File: config.mk
export PLATFORM = sky130hd
export DESIGN_NAME = acc_cpu_mc_flat
export DESIGN_NICKNAME = d
export VERILOG_FILES = /design/src/rtl/acc_cpu_mc_if.sv /design/src/rtl/acc_cpu_mc.sv /design/src/flat_wrapper.sv
export SDC_FILE = /design/constraint.sdc
export NUM_CORES = 1
export LEC_CHECK = 0
export CAP_MARGIN = 40
export CORE_ASPECT_RATIO = 1.5
export CORE_MARGIN = 5
export CORE_UTILIZATION = 45
export DETAILED_ROUTE_END_ITERATION = 7
export PLACE_DENSITY_LB_ADDON = 0.15
export SYNTH_ARGS = -nofsm -noshare
export SYNTH_HDL_FRONTEND = slang
export SYNTH_SLANG_ARGS = --single-unit
File: constraint.sdc
create_clock -name clock -period 6.8 [get_ports clock]
set_clock_uncertainty 0.2 [all_clocks]
set_input_delay 0.68 -clock clock [delete_from_list [all_inputs] [get_ports clock]]
set_output_delay 0.68 -clock clock [all_outputs]
set_load 0.01 [all_outputs]
File: src/rtl/acc_cpu_mc_if.sv
// Instruction and data memory bus of the accumulator core.
// master = core side, slave = memory side.
interface acc_cpu_mc_if #(
  parameter int DATA_W  = 8,
  parameter int IADDR_W = 4,
  parameter int DADDR_W = 4
);
  localparam int INST_W = 4 + DADDR_W;

  logic [IADDR_W-1:0] imem_addr;
  logic               imem_rd;
  logic [INST_W-1:0]  imem_data;
  logic               imem_ack;
  logic [DADDR_W-1:0] dmem_addr;
  logic               dmem_rd;
  logic               dmem_wr;
  logic [DATA_W-1:0]  dmem_wdata;
  logic [DATA_W-1:0]  dmem_rdata;
  logic               dmem_ack;

  modport master (
    output imem_addr, imem_rd, dmem_addr, dmem_rd, dmem_wr, dmem_wdata,
    input  imem_data, imem_ack, dmem_rdata, dmem_ack
  );

  modport slave (
    input  imem_addr, imem_rd, dmem_addr, dmem_rd, dmem_wr, dmem_wdata,
    output imem_data, imem_ack, dmem_rdata, dmem_ack
  );
endinterface

File: src/rtl/acc_cpu_mc.sv
// Multi-cycle accumulator CPU with separate instruction/data buses.
// Optional shifter (SHL/SHR) enabled by defining ACC_CPU_MC_SHIFT_EN.
//
// state | meaning
// FETCH | request instruction at PC, latch IR and advance PC on ack
// EXEC  | decode; register/jump ops complete, memory ops move on
// MEM   | hold data read/write until ack, then commit ACC/flags
// HALT  | no requests, everything frozen until reset
module acc_cpu_mc #(
  parameter int DATA_W  = 8,
  parameter int IADDR_W = 4,
  parameter int DADDR_W = 4
) (
  input  logic              clock,
  input  logic              reset,
  acc_cpu_mc_if.master      bus,
  output logic [DATA_W-1:0] acc_out,
  output logic [DATA_W-1:0] alu_out,
  output logic [3:0]        opcode,
  output logic              halted,
  output logic              flag_z,
  output logic              flag_c
);
  localparam int INST_W = 4 + DADDR_W;

  localparam logic [1:0] FETCH = 2'd0;
  localparam logic [1:0] EXEC  = 2'd1;
  localparam logic [1:0] MEM   = 2'd2;
  localparam logic [1:0] HALT  = 2'd3;

  localparam logic [3:0] OP_NOP = 4'h0;
  localparam logic [3:0] OP_LDA = 4'h1;
  localparam logic [3:0] OP_STA = 4'h2;
  localparam logic [3:0] OP_ADD = 4'h3;
  localparam logic [3:0] OP_SUB = 4'h4;
  localparam logic [3:0] OP_AND = 4'h5;
  localparam logic [3:0] OP_OR  = 4'h6;
  localparam logic [3:0] OP_XOR = 4'h7;
  localparam logic [3:0] OP_NOT = 4'h8;
  localparam logic [3:0] OP_JMP = 4'h9;
  localparam logic [3:0] OP_JZ  = 4'hA;
  localparam logic [3:0] OP_JC  = 4'hB;
  localparam logic [3:0] OP_LDI = 4'hC;
  localparam logic [3:0] OP_SHL = 4'hD;
  localparam logic [3:0] OP_SHR = 4'hE;
  localparam logic [3:0] OP_HLT = 4'hF;

  localparam logic [IADDR_W-1:0] PC_ONE = IADDR_W'(1);

  logic [1:0]         state;
  logic [IADDR_W-1:0] pcReg;
  logic [INST_W-1:0]  irReg;
  logic [DATA_W-1:0]  accReg;
  logic               zReg;
  logic               cReg;
  logic               started;

  logic [3:0]         op;
  logic [DADDR_W-1:0] operand;
  logic [DATA_W-1:0]  immExt;
  logic [IADDR_W-1:0] jmpTarget;
  logic [DATA_W-1:0]  aluRes;
  logic               aluCarry;
  logic               aluZero;
  logic               isMemOp;
  logic               isSta;
  logic               execWritesAcc;
  logic               execWritesC;
  logic               memWritesC;
  logic               takeJump;
  logic               imemRd;

  assign op      = irReg[INST_W-1:DADDR_W];
  assign operand = irReg[DADDR_W-1:0];

  generate
    if (DADDR_W >= DATA_W) begin : gImmTrunc
      assign immExt = operand[DATA_W-1:0];
    end else begin : gImmExt
      assign immExt = {{(DATA_W-DADDR_W){1'b0}}, operand};
    end
    if (DADDR_W >= IADDR_W) begin : gJmpTrunc
      assign jmpTarget = operand[IADDR_W-1:0];
    end else begin : gJmpExt
      assign jmpTarget = {{(IADDR_W-DADDR_W){1'b0}}, operand};
    end
  endgenerate

  // ALU result for the current IR; memory ops see dmem_rdata as operand.
  always_comb begin
    aluRes   = accReg;
    aluCarry = cReg;
    case (op)
      OP_LDA: aluRes = bus.dmem_rdata;
      OP_ADD: {aluCarry, aluRes} = {1'b0, accReg} + {1'b0, bus.dmem_rdata};
      OP_SUB: begin
        aluRes   = accReg - bus.dmem_rdata;
        aluCarry = (accReg < bus.dmem_rdata);
      end
      OP_AND: aluRes = accReg & bus.dmem_rdata;
      OP_OR:  aluRes = accReg | bus.dmem_rdata;
      OP_XOR: aluRes = accReg ^ bus.dmem_rdata;
      OP_NOT: aluRes = ~accReg;
      OP_LDI: aluRes = immExt;
`ifdef ACC_CPU_MC_SHIFT_EN
      OP_SHL: begin
        aluRes   = {accReg[DATA_W-2:0], 1'b0};
        aluCarry = accReg[DATA_W-1];
      end
      OP_SHR: begin
        aluRes   = {1'b0, accReg[DATA_W-1:1]};
        aluCarry = accReg[0];
      end
`endif
      default: aluRes = accReg;
    endcase
  end

  assign aluZero = (aluRes == '0);

  assign isSta   = (op == OP_STA);
  assign isMemOp = (op == OP_LDA) || (op == OP_STA) || (op == OP_ADD) ||
                   (op == OP_SUB) || (op == OP_AND) || (op == OP_OR) ||
                   (op == OP_XOR);
  assign memWritesC = (op == OP_ADD) || (op == OP_SUB);

`ifdef ACC_CPU_MC_SHIFT_EN
  assign execWritesAcc = (op == OP_NOT) || (op == OP_LDI) ||
                         (op == OP_SHL) || (op == OP_SHR);
  assign execWritesC   = (op == OP_SHL) || (op == OP_SHR);
`else
  assign execWritesAcc = (op == OP_NOT) || (op == OP_LDI);
  assign execWritesC   = 1'b0;
`endif

  assign takeJump = (op == OP_JMP) || ((op == OP_JZ) && zReg) ||
                    ((op == OP_JC) && cReg);

  // started keeps imem_rd low until the first clock edge after reset release.
  assign imemRd = started && (state == FETCH);

  always_ff @(posedge clock or negedge reset) begin
    if (!reset) begin
      state   <= FETCH;
      pcReg   <= '0;
      irReg   <= '0;
      accReg  <= '0;
      zReg    <= 1'b0;
      cReg    <= 1'b0;
      started <= 1'b0;
    end else begin
      started <= 1'b1;
      case (state)
        FETCH: begin
          if (imemRd && bus.imem_ack) begin
            irReg <= bus.imem_data;
            pcReg <= pcReg + PC_ONE;
            state <= EXEC;
          end
        end
        EXEC: begin
          if (isMemOp) begin
            state <= MEM;
          end else if (op == OP_HLT) begin
            state <= HALT;
          end else begin
            state <= FETCH;
            if (execWritesAcc) begin
              accReg <= aluRes;
              zReg   <= aluZero;
            end
            if (execWritesC) cReg <= aluCarry;
            if (takeJump) pcReg <= jmpTarget;
          end
        end
        MEM: begin
          if (bus.dmem_ack) begin
            if (!isSta) begin
              accReg <= aluRes;
              zReg   <= aluZero;
            end
            if (memWritesC) cReg <= aluCarry;
            state <= FETCH;
          end
        end
        HALT:    state <= HALT;
        default: state <= FETCH;
      endcase
    end
  end

  assign bus.imem_addr  = pcReg;
  assign bus.imem_rd    = imemRd;
  assign bus.dmem_addr  = operand;
  assign bus.dmem_rd    = (state == MEM) && !isSta;
  assign bus.dmem_wr    = (state == MEM) && isSta;
  assign bus.dmem_wdata = accReg;

  assign acc_out = accReg;
  assign alu_out = aluRes;
  assign opcode  = op;
  assign halted  = (state == HALT);
  assign flag_z  = zReg;
  assign flag_c  = cReg;
endmodule

File: src/flat_wrapper.sv
// flat-port wrapper written by rule: the top's interface ports become plain ports
module acc_cpu_mc_flat 
#(
  parameter int DATA_W  = 8,
  parameter int IADDR_W = 4,
  parameter int DADDR_W = 4
)
  (clock, reset, acc_out, alu_out, opcode, halted, flag_z, flag_c, bus_imem_addr, bus_imem_rd, bus_dmem_addr, bus_dmem_rd, bus_dmem_wr, bus_dmem_wdata, bus_imem_data, bus_imem_ack, bus_dmem_rdata, bus_dmem_ack);
  acc_cpu_mc_if #(.DATA_W(DATA_W), .IADDR_W(IADDR_W), .DADDR_W(DADDR_W)) bus_i ();
  input  logic clock;
  input  logic reset;
  output logic [DATA_W-1:0] acc_out;
  output logic [DATA_W-1:0] alu_out;
  output logic [3:0] opcode;
  output logic halted;
  output logic flag_z;
  output logic flag_c;
  output wire logic [$bits(bus_i.imem_addr)-1:0] bus_imem_addr;
  output wire logic [$bits(bus_i.imem_rd)-1:0] bus_imem_rd;
  output wire logic [$bits(bus_i.dmem_addr)-1:0] bus_dmem_addr;
  output wire logic [$bits(bus_i.dmem_rd)-1:0] bus_dmem_rd;
  output wire logic [$bits(bus_i.dmem_wr)-1:0] bus_dmem_wr;
  output wire logic [$bits(bus_i.dmem_wdata)-1:0] bus_dmem_wdata;
  input wire logic [$bits(bus_i.imem_data)-1:0] bus_imem_data;
  input wire logic [$bits(bus_i.imem_ack)-1:0] bus_imem_ack;
  input wire logic [$bits(bus_i.dmem_rdata)-1:0] bus_dmem_rdata;
  input wire logic [$bits(bus_i.dmem_ack)-1:0] bus_dmem_ack;
  assign bus_imem_addr = bus_i.imem_addr;
  assign bus_imem_rd = bus_i.imem_rd;
  assign bus_dmem_addr = bus_i.dmem_addr;
  assign bus_dmem_rd = bus_i.dmem_rd;
  assign bus_dmem_wr = bus_i.dmem_wr;
  assign bus_dmem_wdata = bus_i.dmem_wdata;
  assign bus_i.imem_data = bus_imem_data;
  assign bus_i.imem_ack = bus_imem_ack;
  assign bus_i.dmem_rdata = bus_dmem_rdata;
  assign bus_i.dmem_ack = bus_dmem_ack;
  acc_cpu_mc #(.DATA_W(DATA_W), .IADDR_W(IADDR_W), .DADDR_W(DADDR_W)) u_core (.clock(clock), .reset(reset), .bus(bus_i), .acc_out(acc_out), .alu_out(alu_out), .opcode(opcode), .halted(halted), .flag_z(flag_z), .flag_c(flag_c));
endmodule
# [After elaboration in Yosys (flattened, before gate mapping)]
# Index checks and enable logic that the tools add are counted.
[op_classes] addsub=3 n_mul=0 n_div=0 n_lt_le_gt_ge=1 n_eq_ne=23 shift=0 n_mux=24 bitwise=4 n_reduce_logical=27
[ops] cell="$pmux 8 s8" n=1
[ops] cell="$mux 8" n=5
[ops] cell="$eq 4x4->1 const B" n=6
[ops] cell="$eq 4x3->1 const B" n=4
[ops] cell="$mux 4" n=4
[ops] cell="$pmux 8 s2" n=1
[ops] cell="$logic_or 1x1->1" n=10
[ops] cell="$ne 2x2->1 const B" n=5
[ops] cell="$add 8x8->9" n=1
[ops] cell="$and 8x8->8" n=1
[ops] cell="$eq 4x2->1 const B" n=2
[ops] cell="$logic_not 8->1" n=1
[ops] cell="$lt 8x8->1" n=1
[ops] cell="$mux 2" n=4
[ops] cell="$not 8->8" n=1
[ops] cell="$or 8x8->8" n=1
[ops] cell="$pmux 2 s4" n=1
[ops] cell="$pmux 4 s2" n=1
[ops] cell="$sub 8x8->8" n=1
[ops] cell="$xor 8x8->8" n=1
[ops] cell="$logic_and 1x1->1" n=6
[ops] cell="$reduce_and 6->1" n=1
[ops] cell="$reduce_bool 2->1" n=3
[ops] cell="$mux 1" n=5
[ops] cell="11 further kinds" n=15
[totals] ff_bits=25 latch_bits=0 ramBits=0 mem_bits_ro=0 inputBits=20 out_inout_bits=42 wordCells=89 mem_count=0

# [Longest topological paths before layout]
# Gate-level depths: netlist of run 1.
[depth] depth_word=9 depth_mapped=10 depth_no_buf=10

# [Worst setup path after synthesis of run 1]
# No wires, ideal clock.
[synth_path] path_type="input to output" startpoint="in bus_dmem_rdata[0]" endpoint="out alu_out[6]" t_arrival_ns=2.376 required_ns=5.920 setup_slack_ns=3.544 stages=9 n_path_buf=0 cell_sequence="ha_1 fa_1 nor3_1 nor3_1 o31ai_1 xnor2_1 o21ai_0 o22ai_1 inv_1"
[synth_via] elab_chain_len=2
[synth_rtl] element="start: declaration" line="flat_wrapper.sv:26" text="input wire logic [$bits(bus_i.dmem_rdata)-1:0] bus_dmem_rdata;"
[synth_rtl] element="$sub 8x8->8 or $add 8x8->9 (tied branches)" line="acc_cpu_mc.sv:97, acc_cpu_mc.sv:95"
[synth_rtl] element="$pmux 8 s8 *" line="acc_cpu_mc.sv:93" text="case (op)"
[synth_rtl] element="end: declaration" line="flat_wrapper.sv:13" text="output logic [DATA_W-1:0] alu_out;"
# Mark *: on every way between the ends. The rest lies on a longest branch, timed or not.

# [Worst setup path after layout of run 1]
[layout_path] startpoint="in bus_dmem_rdata[1]" endpoint="out alu_out[7]"
# Same word-level chain as after synthesis.

==> results.txt, run 1 <==
----------------------------------------------------
[CTS]
  Post-CTS clock slew at the launch and capture registers of the worst setup and hold paths ... 80 ps
  Cells resized by post-CTS repair ... 0
  Clock latency reported for the late side of the worst-skew pair ... 280 ps
  Buffer depth of the longest clock path ... 2
  Buffers inserted by post-CTS timing repair ... 0
  Total CTS buffers ... 3
  CTS tree ... built
  CTS Sinks ... 25
  Cts hold-fix bufs ... 0
  CTS Root Cell ... clkbuf_8
  CTS HTree Levels ... 1

[Power and ir drop]
  Post-layout total power ... 293 uW
  Power density relative to cell area ... 86.4 mW/mm^2
  Peak supply drop ... 0.0937 mV
  P_leak ... 1.44 nW

[Timing]
  Setup violation total in the final timing report ... 0
  Final Max Tran Viols ... 0
  Post-layout minimum cycle time ... 4600 ps
  Normalized max-slew margin ... 61.3%
  Unrepaired setup endpoints after global routing ... false
  Worst-Margin Slew ... 581 ps
  Worst-case hold slack ... 376 ps
  Setup TNS ... 0 ps
  Achievable frequency ... 0.218 GHz
  Share of the clock period used by the worst path after layout ... 67.6%
  Hold Vio Cnt, Final ... 0

[Global route]
  Met3 GRT Util ... 2.55%
  Global-route wire length before repair ... 13.3 mm
  Met1 global-route usage ... 28.0%
  Vias in the first global route ... 2659
  Global-route congestion overflow total ... 0
  Antenna violations before repair ... 0
  Met2 usage in global routing ... 34.7%
  Highest-utilization routing layer at the global route stage ... met2
  Total routing usage reported by global routing ... 21.4%
  Pin count of the biggest net entering global routing ... 32

[Layout]
  Final core utilization ... 55.7%
  Synth-to-layout area growth ... 22.2%
  Proportion of layout cells with a drive suffix above 1 ... 8.03%
  Final Instance Area ... 0.00339 sq mm
  Antenna cells ... 0
  Net count, final ... 434

[Critical path]
  Type of the worst setup path ... input port to primary output
  Register-to-Register Path Depth ... 10
  Max FO, Critical Path ... 5
  CP Launch Type ... input port
  Critical path capture point type ... primary output
  Crit path DAT ... 3720 ps
  Data required time at the worst endpoint ... 5920 ps

[Yosys]
  Average size of a mapped cell ... 8.05 sq um
  Primary flip-flop cell chosen by synthesis mapping ... dfrtp_1
  Cell variety after synth ... 64
  Syn Nets ... 392
  Area fraction of the dominant cell type after synthesis ... 22.5%
  Number of enable flip-flop cells after synthesis ... 0
  Sequential fraction of the synthesis area ... 22.5%
  Cell type contributing the most total cell area after synthesis ... dfrtp_1
  Synthesis warning total ... 0
  Synthesized instance count ... 345
  FF+latch count, synth ... 25
  Synth top area cells ... dfrtp_1 23%, ha_1 11%, a21oi_1 5.4%
  Fraction of registers with async set or reset after synthesis ... 100%
  Summed instance area of the synthesized netlist ... 0.00278 sq mm

[Place]
  Final HPWL from detailed placement ... 6.09 mm
  Routability Congestion ... 0.920
  Placed cell area ... 0.00335 sq mm
  Count of input and output buffers ... 61

[Drt]
  Average routed wire per standard cell ... 17.9 microns
  Antenna viol nets, final ... 0
  Vias post-DR ... 2760
  1st-pass router iterations ... 4
  Wire length after detailed routing ... 8.23 mm
  Number of remaining DRC errors ... 0
  DR vias/cell ... 6.00
  Number of DRC violations after detailed-routing iteration 0 ... 250

[Run]
  Max cap viols ... 0

[Floorplanning]
  DIE HEIGHT ... 106 microns
  Number of core rows ... 35
  Total die area ... 0.00788 sq mm
  Area of the core ... 0.00609 sq mm
  Chip width ... 74.2 microns
  Initial Utilization ... 45.6%
  Number of I/O pins ... 62

[Run status]
  Status ... finished, final reports clean

[Worst hold path]
  Number of cells on the worst hold path ... 2
  Path category of the worst min-delay check ... register to register

----------------------------------------------------
## cell families after synthesis
logic type	count (synthesis)	share of synthesized area (%)
buffers and inverters	59	10.3
XOR/XNOR	4	1.53
AND/OR/NAND/NOR	96	18.3
adder cells (fa/ha/maj)	27	12.7
multiplexers	18	7.07
flip-flops	25	22.5
AO/OA/AOI/OAI	115	27.4
other	1	0.135
## per-layer routing
| metal | wire, microns | vias up |
|---|---|---|
| li1 | - | 1315 |
| met3 | 470 | 24 |
| met1 | 3430 | 1300 |
| met2 | 4000 | 121 |
| met4 | 320 | 0 |
| met5 | 0 | - |
## sequential cells by signal (all words and copies together), names as in the netlist
name,count
u_core.irReg,8
u_core.acc_out,8
u_core.state,2
u_core.bus.imem_addr,4
u_core.started,1
u_core.flag_z,1
u_core.flag_c,1
## final cells by class
cell class | instances | area [sq um]
multi-input combinational | 261 | 1870
tap | 74 | 92.6
clock buffer | 4 | 45.0
fill | 577 | 2690
sequential | 25 | 626
timing repair buffer | 67 | 656
inverter | 29 | 109
## synthesized netlist by cell type, drive strengths merged (5+ instances only)
library cell   n
a21oi         30
inv           28
dfrtp         25
ha            25
o21ai         25
nor2          22
buf           21
nand2         20
mux2          13
clkbuf         9
nand2b         9
nor2b          9
nor3           9
o22ai          8
nand3          7
a211oi         5
mux2i          5
nor3b          5
## worst paths after layout
kind	start	endpoint	slack (ps)
worst max-delay path	bus_dmem_rdata[1]	alu_out[7]	2200
worst min-delay path	u_core.bus.imem_addr[3]$_DFFE_PN0P_	u_core.bus.imem_addr[3]$_DFFE_PN0P_	380
worst max register to register	u_core.acc_out[0]$_DFFE_PN0P_	u_core.flag_z$_DFFE_PN0P_	3400
worst min register to register	u_core.bus.imem_addr[3]$_DFFE_PN0P_	u_core.bus.imem_addr[3]$_DFFE_PN0P_	380
max in group asynchronous	reset	u_core.irReg[7]$_DFFE_PN0P_	5580
min in group asynchronous	reset	u_core.acc_out[0]$_DFFE_PN0P_	570
## where the power goes
part           internal [mW]  leakage [nW]  switching, mW
registers              0.149         0.316      0.0000584
clock network         0.0420        0.0228         0.0492
logic                 0.0269          1.10         0.0263
total                  0.218          1.44         0.0756
## layout by cell type (no fill, tap or decap), types with 4 or more instances in the layout
cell type        count
clkdlybuf4s50_1     61
a21oi_1             30
inv_1               27
ha_1                25
dfrtp_1             25
nor2_1              22
o21ai_0             21
nand2_1             20
mux2_2              13
nor3_1               9
nor2b_1              9
nand2b_1             9
o22ai_1              8
nand3_1              6
buf_4                6
a211oi_1             5
mux2i_1              5
nor3b_1              5
o21ai_1              4
o22a_1               4
a31oi_1              4
## stage by stage
step	setup WS [ps]	std cells
finish	2200	460
global route	1930	460
CTS	2230	460
detailed placement	2240	456
global placement	2300	455
floorplan	3540	345
## worst max-delay path, stage by stage
cell and delay [ps]:
clkdlybuf4s50_1 640, inv_1 120, ha_1 360, a211o_1 300, a21oi_1 170, o21ai_0 100
a21oi_1 180, o41ai_1 90, o32ai_1 510, inv_1 80, clkdlybuf4s50_1 500
No activity file was read; power rests on OpenSTA's default activity.
==> inputs of run 2 (changes only) <==
Clock period 6.8 ns to 4.6 ns, I/O delays scaled along.
==> results.txt, run 2 (same netlist as run 1, synthesis figures left out) <==
----------------------------------------------------
[Floorplanning]
  Area of the core ... 0.00609 sq mm (unchanged)
  Number of I/O pins ... 62 (unchanged)
  Initial Utilization ... 45.6% (unchanged)
  Total die area ... 0.00788 sq mm (unchanged)
  Number of core rows ... 35 (unchanged)
  DIE HEIGHT ... 106 microns (unchanged)
  Chip width ... 74.2 microns (unchanged)

[Layout]
  Antenna cells ... 0 (unchanged)
  Commonest cells after routing, fill and taps aside ... 61 x clkdlybuf4s50_1, 30 x a21oi_1, 27 x inv_1
  Synth-to-layout area growth ... 22.2% (unchanged)
  Final core utilization ... 55.7% (unchanged)
  Post-route non-filler standard cell count ... 460 (unchanged)
  Commonest non-fill, non-tap cell in the layout ... clkdlybuf4s50_1
  Net count, final ... 434 (unchanged)
  Proportion of layout cells with a drive suffix above 1 ... 8.03% (unchanged)

[Global route]
  Global-route congestion overflow total ... 0 (unchanged)
  Vias in the first global route ... 2787 (+4.8%)
  Total routing usage reported by global routing ... 22.2% (+0.82 points)
  Antenna violations before repair ... 0 (unchanged)
  Pin count of the biggest net entering global routing ... 26 (-19%)
  Global-route wire length before repair ... 13.8 mm (+3.8%)

[Drt]
  Number of DRC violations after detailed-routing iteration 0 ... 215 (-14%)
  Vias post-DR ... 2784 (+0.87%)
  Wire length after detailed routing ... 8.39 mm (+2.0%)
  Average routed wire per standard cell ... 18.2 microns (+2.0%)
  Number of remaining DRC errors ... 0 (unchanged)
  1st-pass router iterations ... 5 (+1)
  Antenna viol nets, final ... 0 (unchanged)
  DR vias/cell ... 6.05 (+0.87%)

[CTS]
  Buffer depth of the longest clock path ... 2 (unchanged)
  Post-CTS clock slew at the launch and capture registers of the worst setup and hold paths ... 90 ps (about the same)
  Cells resized by post-CTS repair ... 0 (unchanged)
  CTS HTree Levels ... 1 (unchanged)
  CTS Sinks ... 25 (unchanged)
  CTS tree ... built
  Total CTS buffers ... 3 (unchanged)
  Cts hold-fix bufs ... 0 (unchanged)
  Buffers inserted by post-CTS timing repair ... 0 (unchanged)
  Clock latency reported for the late side of the worst-skew pair ... 270 ps (about the same)
  CTS Root Cell ... clkbuf_8

[Critical path]
  Crit path DAT ... 3510 ps (-210 ps)
  CP Launch Type ... input port
  Critical path capture point type ... primary output
  Max FO, Critical Path ... 5 (unchanged)
  Data required time at the worst endpoint ... 3940 ps (-1980 ps)
  Type of the worst setup path ... input port to primary output

[Place]
  Final HPWL from detailed placement ... 6.26 mm (+2.9%)
  Post-placement worst setup slack ... 494 ps (-1740 ps)
  Routability Congestion ... 0.946 (+2.8%)
  Count of input and output buffers ... 61 (unchanged)
  Inst Count DP ... 456 (unchanged)

[Power and ir drop]
  P_leak ... 1.44 nW (unchanged)
  Post-layout total power ... 437 uW (+49%)
  Power density relative to cell area ... 129 mW/mm^2 (+49%)
  Peak supply drop ... 0.0976 mV (+4.1%)

[Run status]
  Status ... finished, final reports clean

[Timing]
  Worst-Margin Slew ... 733 ps (+152 ps)
  Post-route worst setup slack ... 433 ps (-1770 ps)
  Normalized max-slew margin ... 51.1% (-10 points)
  Share of the clock period used by the worst path after layout ... 90.6%
  Unrepaired setup endpoints after global routing ... false
  Post-layout minimum cycle time ... 4170 ps
  Setup TNS ... 0 ps (unchanged)
  Achievable frequency ... 0.240 GHz
  Setup violation total in the final timing report ... 0 (unchanged)
  Hold Vio Cnt, Final ... 0 (unchanged)
  Final Max Tran Viols ... 0 (unchanged)

[Run]
  Max cap viols ... 0 (unchanged)

[Worst hold path]
  Path category of the worst min-delay check ... input port to asynchronous set/reset pin

----------------------------------------------------
## run 2: cell counts in the layout (fill, tap and decap cells not counted)
No cell type changed its count.
## run 2: critical path, stage by stage
cell and delay [ps]:
clkdlybuf4s50_1 640, inv_1 120, ha_1 360, a211o_1 290
a21oi_1 180, o21ai_0 110, a21oi_1 190, o41ai_1 100
o32ai_1 490, inv_1 80, clkdlybuf4s50_1 490
## run 2: final cells by class
| class | instances | area, sq um |
|---|---|---|
| fill | 604 | 2690 |
| tap | 74 | 92.6 |
| multi-input combinational | 261 | 1870 |
| inverter | 29 | 109 |
| clock buffer | 4 | 45.0 |
| timing repair buffer | 67 | 656 |
| sequential | 25 | 626 |
## run 2: routing by layer
metal  vias to the layer above  part of all wire (%)  GRT usage [%]
met5                         -                     0              0
met4                         0                   3.7           9.59
met3                        23                   4.9           3.31
met2                       115                    50           36.5
met1                      1331                    41           28.2
li1                       1315                     -              -
## run 2: final timing paths
| path | slack (ps) | depth (start not counted) | startpoint | endpoint |
|---|---|---|---|---|
| max | 430 | 11 | bus_dmem_rdata[1] | alu_out[7] |
| min | 350 | 2 | reset | u_core.started$_DFF_PN0_ |
| max reg2reg | 1170 | 10 | u_core.acc_out[0]$_DFFE_PN0P_ | u_core.flag_z$_DFFE_PN0P_ |
| min reg2reg | 380 | 2 | u_core.bus.imem_addr[3]$_DFFE_PN0P_ | u_core.bus.imem_addr[3]$_DFFE_PN0P_ |
| max in group asynchronous | 3590 | 2 | reset | u_core.flag_c$_DFFE_PN0P_ |
| min in group clock | 380 | 2 | u_core.bus.imem_addr[3]$_DFFE_PN0P_ | u_core.bus.imem_addr[3]$_DFFE_PN0P_ |
## run 2: through the flow
| step | hold slack (ps) | instance area [sq um] |
|---|---|---|
| floorplan | -35.6 | 2780 |
| global placement | 355 | 3350 |
| detailed placement | 367 | 3350 |
| CTS | 368 | 3390 |
| global route | 381 | 3390 |
| finish | 354 | 3390 |
## run 2: where the power goes
part,leakage [nW],switching [mW],internal (mW),total (mW)
logic,1.10,0.0394,0.0399,0.0793
registers,0.316,0.0000838,0.220,0.220
clock network,0.0228,0.0751,0.0621,0.137
==> RTL change 1: new RTL, flow settings as in run 2 <==
Put one more register stage on the output `flag_z`, cleared by the reset. The value now appears one clock later. The other outputs are not delayed to match.
--- a/src/rtl/acc_cpu_mc.sv
+++ b/src/rtl/acc_cpu_mc.sv
@@ -200,7 +200,13 @@
   assign alu_out = aluRes;
   assign opcode  = op;
   assign halted  = (state == HALT);
-  assign flag_z  = zReg;
+  always_ff @(posedge clock or negedge reset) begin
+    if (!reset) begin
+      flag_z <= '0;
+    end else begin
+      flag_z <= zReg;
+    end
+  end
   assign flag_c  = cReg;
 endmodule
 
Formal check against the unedited RTL: not equivalent (Yosys sat finds a counterexample within 4 cycles, from zero or initial values and one cycle with reset low).
==> RTL change 1 against run 2 <==
- first-iteration DRC count is 32% higher
- setup slack better by 85 ps
- non-clock buffer count increased by 3
- via count rose by 5.0%
- design area grew 4.4%
- critical path depth decreased by 1
- routed wire length is 4.7% higher
- sequential share of layout area fell by 0.069 points
- worst hold slack worse by 130 ps
- synthesized cell count grew 3.2%
- power is 5.0% higher
- area after synthesis rose by 5.2%
- register-to-register slack improved by 230 ps
- sequential cell count grew 1
==> RTL change 1: results (changes against run 2) <==
number of global-route vias before repair 2,982 (+7.0%); initial detailed-routing violation count 283 (+32%); nets@finish 447 (+3.0%); Post-DP HPWL 6760 um (+7.9%); global routing usage summed across all routing layers 0.223 (+0.000970); cell count after synthesis 356 (+3.2%); area share of fa/ha/maj cells after synthesis 0.121 (-0.00626); per-cell routed wire length 18.5 um (+1.6%); post-route insts no fill 474 (+3.0%); met1 Use GR 0.280 (-0.00174); slew at the pin closest to its max-slew limit 775 ps (+42.2 ps); Static Leak 0.00148 uW (+3.1%); Post-Syn Nets 403 (+2.8%); number of fill cells in the layout 617 (+2.2%); Seq/Total Area, Yosys 0.223 (-0.00253); status finished clean; Critical Path Fanout Max 4 (-1); DP Area 3500 sq um (+4.6%); met2 GRT Util 0.379 (+0.0138); parity-gate share of the synthesized area counting xor and xnor cells 0.00899 (-0.00632); Synth Area in Compound Gates 0.274 (about the same); final weighted congestion in routability-driven placement 0.954 (+0.81%); worst min-delay path category reg -> reg; number of distinct library cell variants in the gate-level netlist after synthesis 66 (+3.1%); post-synthesis mux area share 0.0711 (+0.000371); first-pass GRT wire length 14,500 um (+4.8%); Post-synth top cells o21ai_0, dfrtp_1, ha_1, nor2_1; data arrival at the endpoint of the critical path 3420 ps (-90 ps); met3 layer usage reported by global route 0.0249 (-0.00820); pin count of the biggest net entering global routing 29 (+12%); main area contributors after synthesis dfrtp_1, ha_1, mux2_2, o21ai_0, a21oi_1
[RTL change 1: changes by cell type after synthesis, sizes merged, moves of 4 or more]
| cell | run 2 | this run |
|---|---|---|
| o21bai | 3 | 8 |
| inv | 28 | 24 |
| clkbuf | 9 | 4 |
| a31oi | 4 | 9 |
| o21ai | 25 | 31 |
| o22ai | 8 | 3 |
| a21oi | 30 | 23 |
| buf | 21 | 27 |
[RTL change 1: final timing paths]
| kind | cells after the start | to | startpoint | slack [ps] |
|---|---|---|---|---|
| max reg2reg | 10 | u_core.zReg | u_core.acc_out[0] | 1400 |
| min reg2reg | 0 | u_core.flag_z | u_core.zReg | 230 |
| min in group asynchronous | 2 | u_core.flag_z | reset | 360 |
| min | 0 | u_core.flag_z | u_core.zReg | 230 |
| max in group asynchronous | 2 | u_core.acc_out[4] | reset | 3590 |
| max | 10 | alu_out[6] | bus_dmem_rdata[0] | 520 |
[RTL change 1: cells by family after synthesis]
| group | after synthesis |
|---|---|
| multiplexers | 19 |
| other | 1 |
| AND/OR/NAND/NOR | 107 |
| AO/OA/AOI/OAI | 118 |
| flip-flops | 26 |
| buffers and inverters | 55 |
| adder cells (fa/ha/maj) | 27 |
| XOR/XNOR | 3 |
[RTL change 1: routing by layer]
| metal | up-vias | routed length, um | part of all wire |
|---|---|---|---|
| met1 | 1404 | 3570 | 0.41 |
| met4 | 0 | 245 | 0.028 |
| met5 | - | 0 | 0 |
| met2 | 116 | 4520 | 0.51 |
| met3 | 19 | 449 | 0.051 |
| li1 | 1383 | - | - |
[RTL change 1: critical path, cell delays in order]
cell             delay (ps)
clkdlybuf4s50_1         470
ha_1                    290
fa_1                    440
or3_1                   400
a31oi_1                 210
o21bai_1                110
a311oi_1                310
o21ai_1                 110
o21a_1                  150
clkdlybuf4s50_1         480
[RTL change 1: area by class of cell]
cell class / count / area share
clock buffers: 3 / 0.0117
flip-flops and latches: 26 / 0.184
repair buffers: 70 / 0.197
well taps: 76 / 0.0268
inverters: 24 / 0.0254
multi-input cells: 275 / 0.555
[RTL change 1: report_power, final]
part           switching, uW  leakage, uW  total (uW)  internal [uW]
sequential              2.30     0.000333         232            230
clock                   66.5    0.0000216         125           58.6
combinational           51.1      0.00113         101           49.9
[RTL change 1: per-stage QoR]
step	util	hold slack (ps)
5_1_grt	0.554	242
6_report	0.554	226
4_1_cts	0.554	233
3_5_place_dp	0.547	212
3_3_place_gp	0.543	210
2_1_floorplan	-	-35.6
==> RTL change 2: new RTL, flow settings as in run 2 <==
Without the edit above. `IADDR_W` is set to 4 in 3 places; all go to 3.
--- a/src/rtl/acc_cpu_mc_if.sv
+++ b/src/rtl/acc_cpu_mc_if.sv
@@ -2,7 +2,7 @@
 // master = core side, slave = memory side.
 interface acc_cpu_mc_if #(
   parameter int DATA_W  = 8,
-  parameter int IADDR_W = 4,
+  parameter int IADDR_W = 3,
   parameter int DADDR_W = 4
 );
   localparam int INST_W = 4 + DADDR_W;
--- a/src/rtl/acc_cpu_mc.sv
+++ b/src/rtl/acc_cpu_mc.sv
@@ -8,7 +8,7 @@
 // HALT  | no requests, everything frozen until reset
 module acc_cpu_mc #(
   parameter int DATA_W  = 8,
-  parameter int IADDR_W = 4,
+  parameter int IADDR_W = 3,
   parameter int DADDR_W = 4
 ) (
   input  logic              clock,
--- a/src/flat_wrapper.sv
+++ b/src/flat_wrapper.sv
@@ -2,7 +2,7 @@
 module acc_cpu_mc_flat 
 #(
   parameter int DATA_W  = 8,
-  parameter int IADDR_W = 4,
+  parameter int IADDR_W = 3,
   parameter int DADDR_W = 4
 )
   (clock, reset, acc_out, alu_out, opcode, halted, flag_z, flag_c, bus_imem_addr, bus_imem_rd, bus_dmem_addr, bus_dmem_rd, bus_dmem_wr, bus_dmem_wdata, bus_imem_data, bus_imem_ack, bus_dmem_rdata, bus_dmem_ack);
Interface: changed (resized bus_imem_addr); port bits go from 62 to 61. The function was not compared with the original's and may differ.
==> RTL change 2 against run 2 <==
- global-route usage down 0.40 points
- count of clock-buffer cells in the layout did not move
- non-clock buffer count rose by 1
- setup slack better by 240 ps
- power up 1.6%
- combinational power fell by 3.7%
- design area shrank 0.66%
- fmax is 6.0% higher
- routed wire length shrank 0.77%
- sequential power shrank 3%
- area after synthesis is 1.9% lower
- final cell count is 0.65% higher
- sequential cell count shrank 1
- die area down 1.7%
- largest cell class unchanged
==> RTL change 2: results (changes against run 2) <==
number of distinct library cell variants in the gate-level netlist after synthesis 61 (-4.7%); status finished clean; Post-DP HPWL 6300 um (+0.60%); top-count cell post-synth nand2_1; met3 wire len 524 um (+28%); multi-input combinational area share 0.553 (+0.00293); number of fill cells in the layout 564 (-6.6%); Inverters, non-clock 27 (-6.9%); Worst VDD drop 147 uV (+50%); number of I/O port buffers 60 (-1.6%); detailed-routing wirelength on met1 3280 um (-5.1%); setup slack on the worst flop-to-flop path 1590 ps (+420 ps); Static Leak 0.00144 uW (+0.11%); wire length after detailed routing 8330 um (-0.77%); detailed-routed wire length on met2 4340 um (+2.9%); clock sink total 24 (-4.0%); clock network area share 0.0163 (+0.00306); nets@finish 439 (+1.2%); area share of fa/ha/maj cells after synthesis 0.130 (+0.00251); number of global-route vias before repair 2,719 (-2.4%); Non-clk bufs 68 (+1.5%); final weighted congestion in routability-driven placement 0.881 (-6.9%); initial detailed-routing violation count 165 (-23%); data arrival at the endpoint of the critical path 3270 ps (-240 ps); overall via count from detail_route 2,799 (+0.54%); fraction of final layout cells sized beyond drive strength 1 0.0665 (-0.0138); detailed-router iteration count before antenna repair 4 (-1); Seq/Total Area, Yosys 0.220 (-0.00474); worst-case headroom to the max-slew limit 0.461 (-0.0500)
==> RTL change 2: cell count changes after synthesis, moves of 4 or more <==
cell      before  now
o22ai_1        8    3
o21ai_1        4    0
mux2_2        13    7
o21bai_1       3    7
a211oi_1       5    1
mux2i_1        5    9
o22a_1         4    0
nor2b_1        9    3
nand2_1       20   38
==> RTL change 2: worst paths after layout <==
check | from | end | cells past startpoint
worst max-delay path | bus_dmem_rdata[1] | alu_out[7] | 9
worst min-delay path | reset | u_core.irReg[7] | 2
worst max register to register | u_core.irReg[4] | u_core.flag_z | 7
worst min register to register | u_core.irReg[3] | u_core.irReg[3] | 2
max in group asynchronous | reset | u_core.acc_out[4] | 2
min in group clock | u_core.irReg[3] | u_core.irReg[3] | 2
==> RTL change 2: worst max-delay path: cells and delay by family <==
family                     cells  cell delay [ps]
AOI/OAI and AO/OA              3              980
adders and majority gates      1              350
buffers and inverters          3             1290
and+or+nand+nor                2              180
==> RTL change 2: metal layers <==
layer | GRT usage | vias up
li1 | - | 1331
met1 | 0.272 | 1346
met2 | 0.378 | 106
met3 | 0.0333 | 16
met4 | 0.0661 | 0
met5 | 0 | -
==> RTL change 2: stage by stage <==
stage | instances | instance area [sq um] | setup slack, ps | hold slack [ps] | utilization
2_1_floorplan | 348 | 2720 | 1930 | -35.6 | -
3_3_place_gp | 459 | 3320 | 724 | 310 | 0.569
3_5_place_dp | 459 | 3320 | 669 | 318 | 0.569
4_1_cts | 463 | 3370 | 664 | 342 | 0.578
5_1_grt | 463 | 3370 | 499 | 376 | 0.578
6_report | 463 | 3370 | 669 | 325 | 0.578
==> RTL change 2: where the power goes <==
| part | internal, uW | switching (uW) |
|---|---|---|
| combinational | 36.8 | 39.6 |
| clock | 76.7 | 76.9 |
| sequential | 212 | 1.61 |
| total | 325 | 118 |
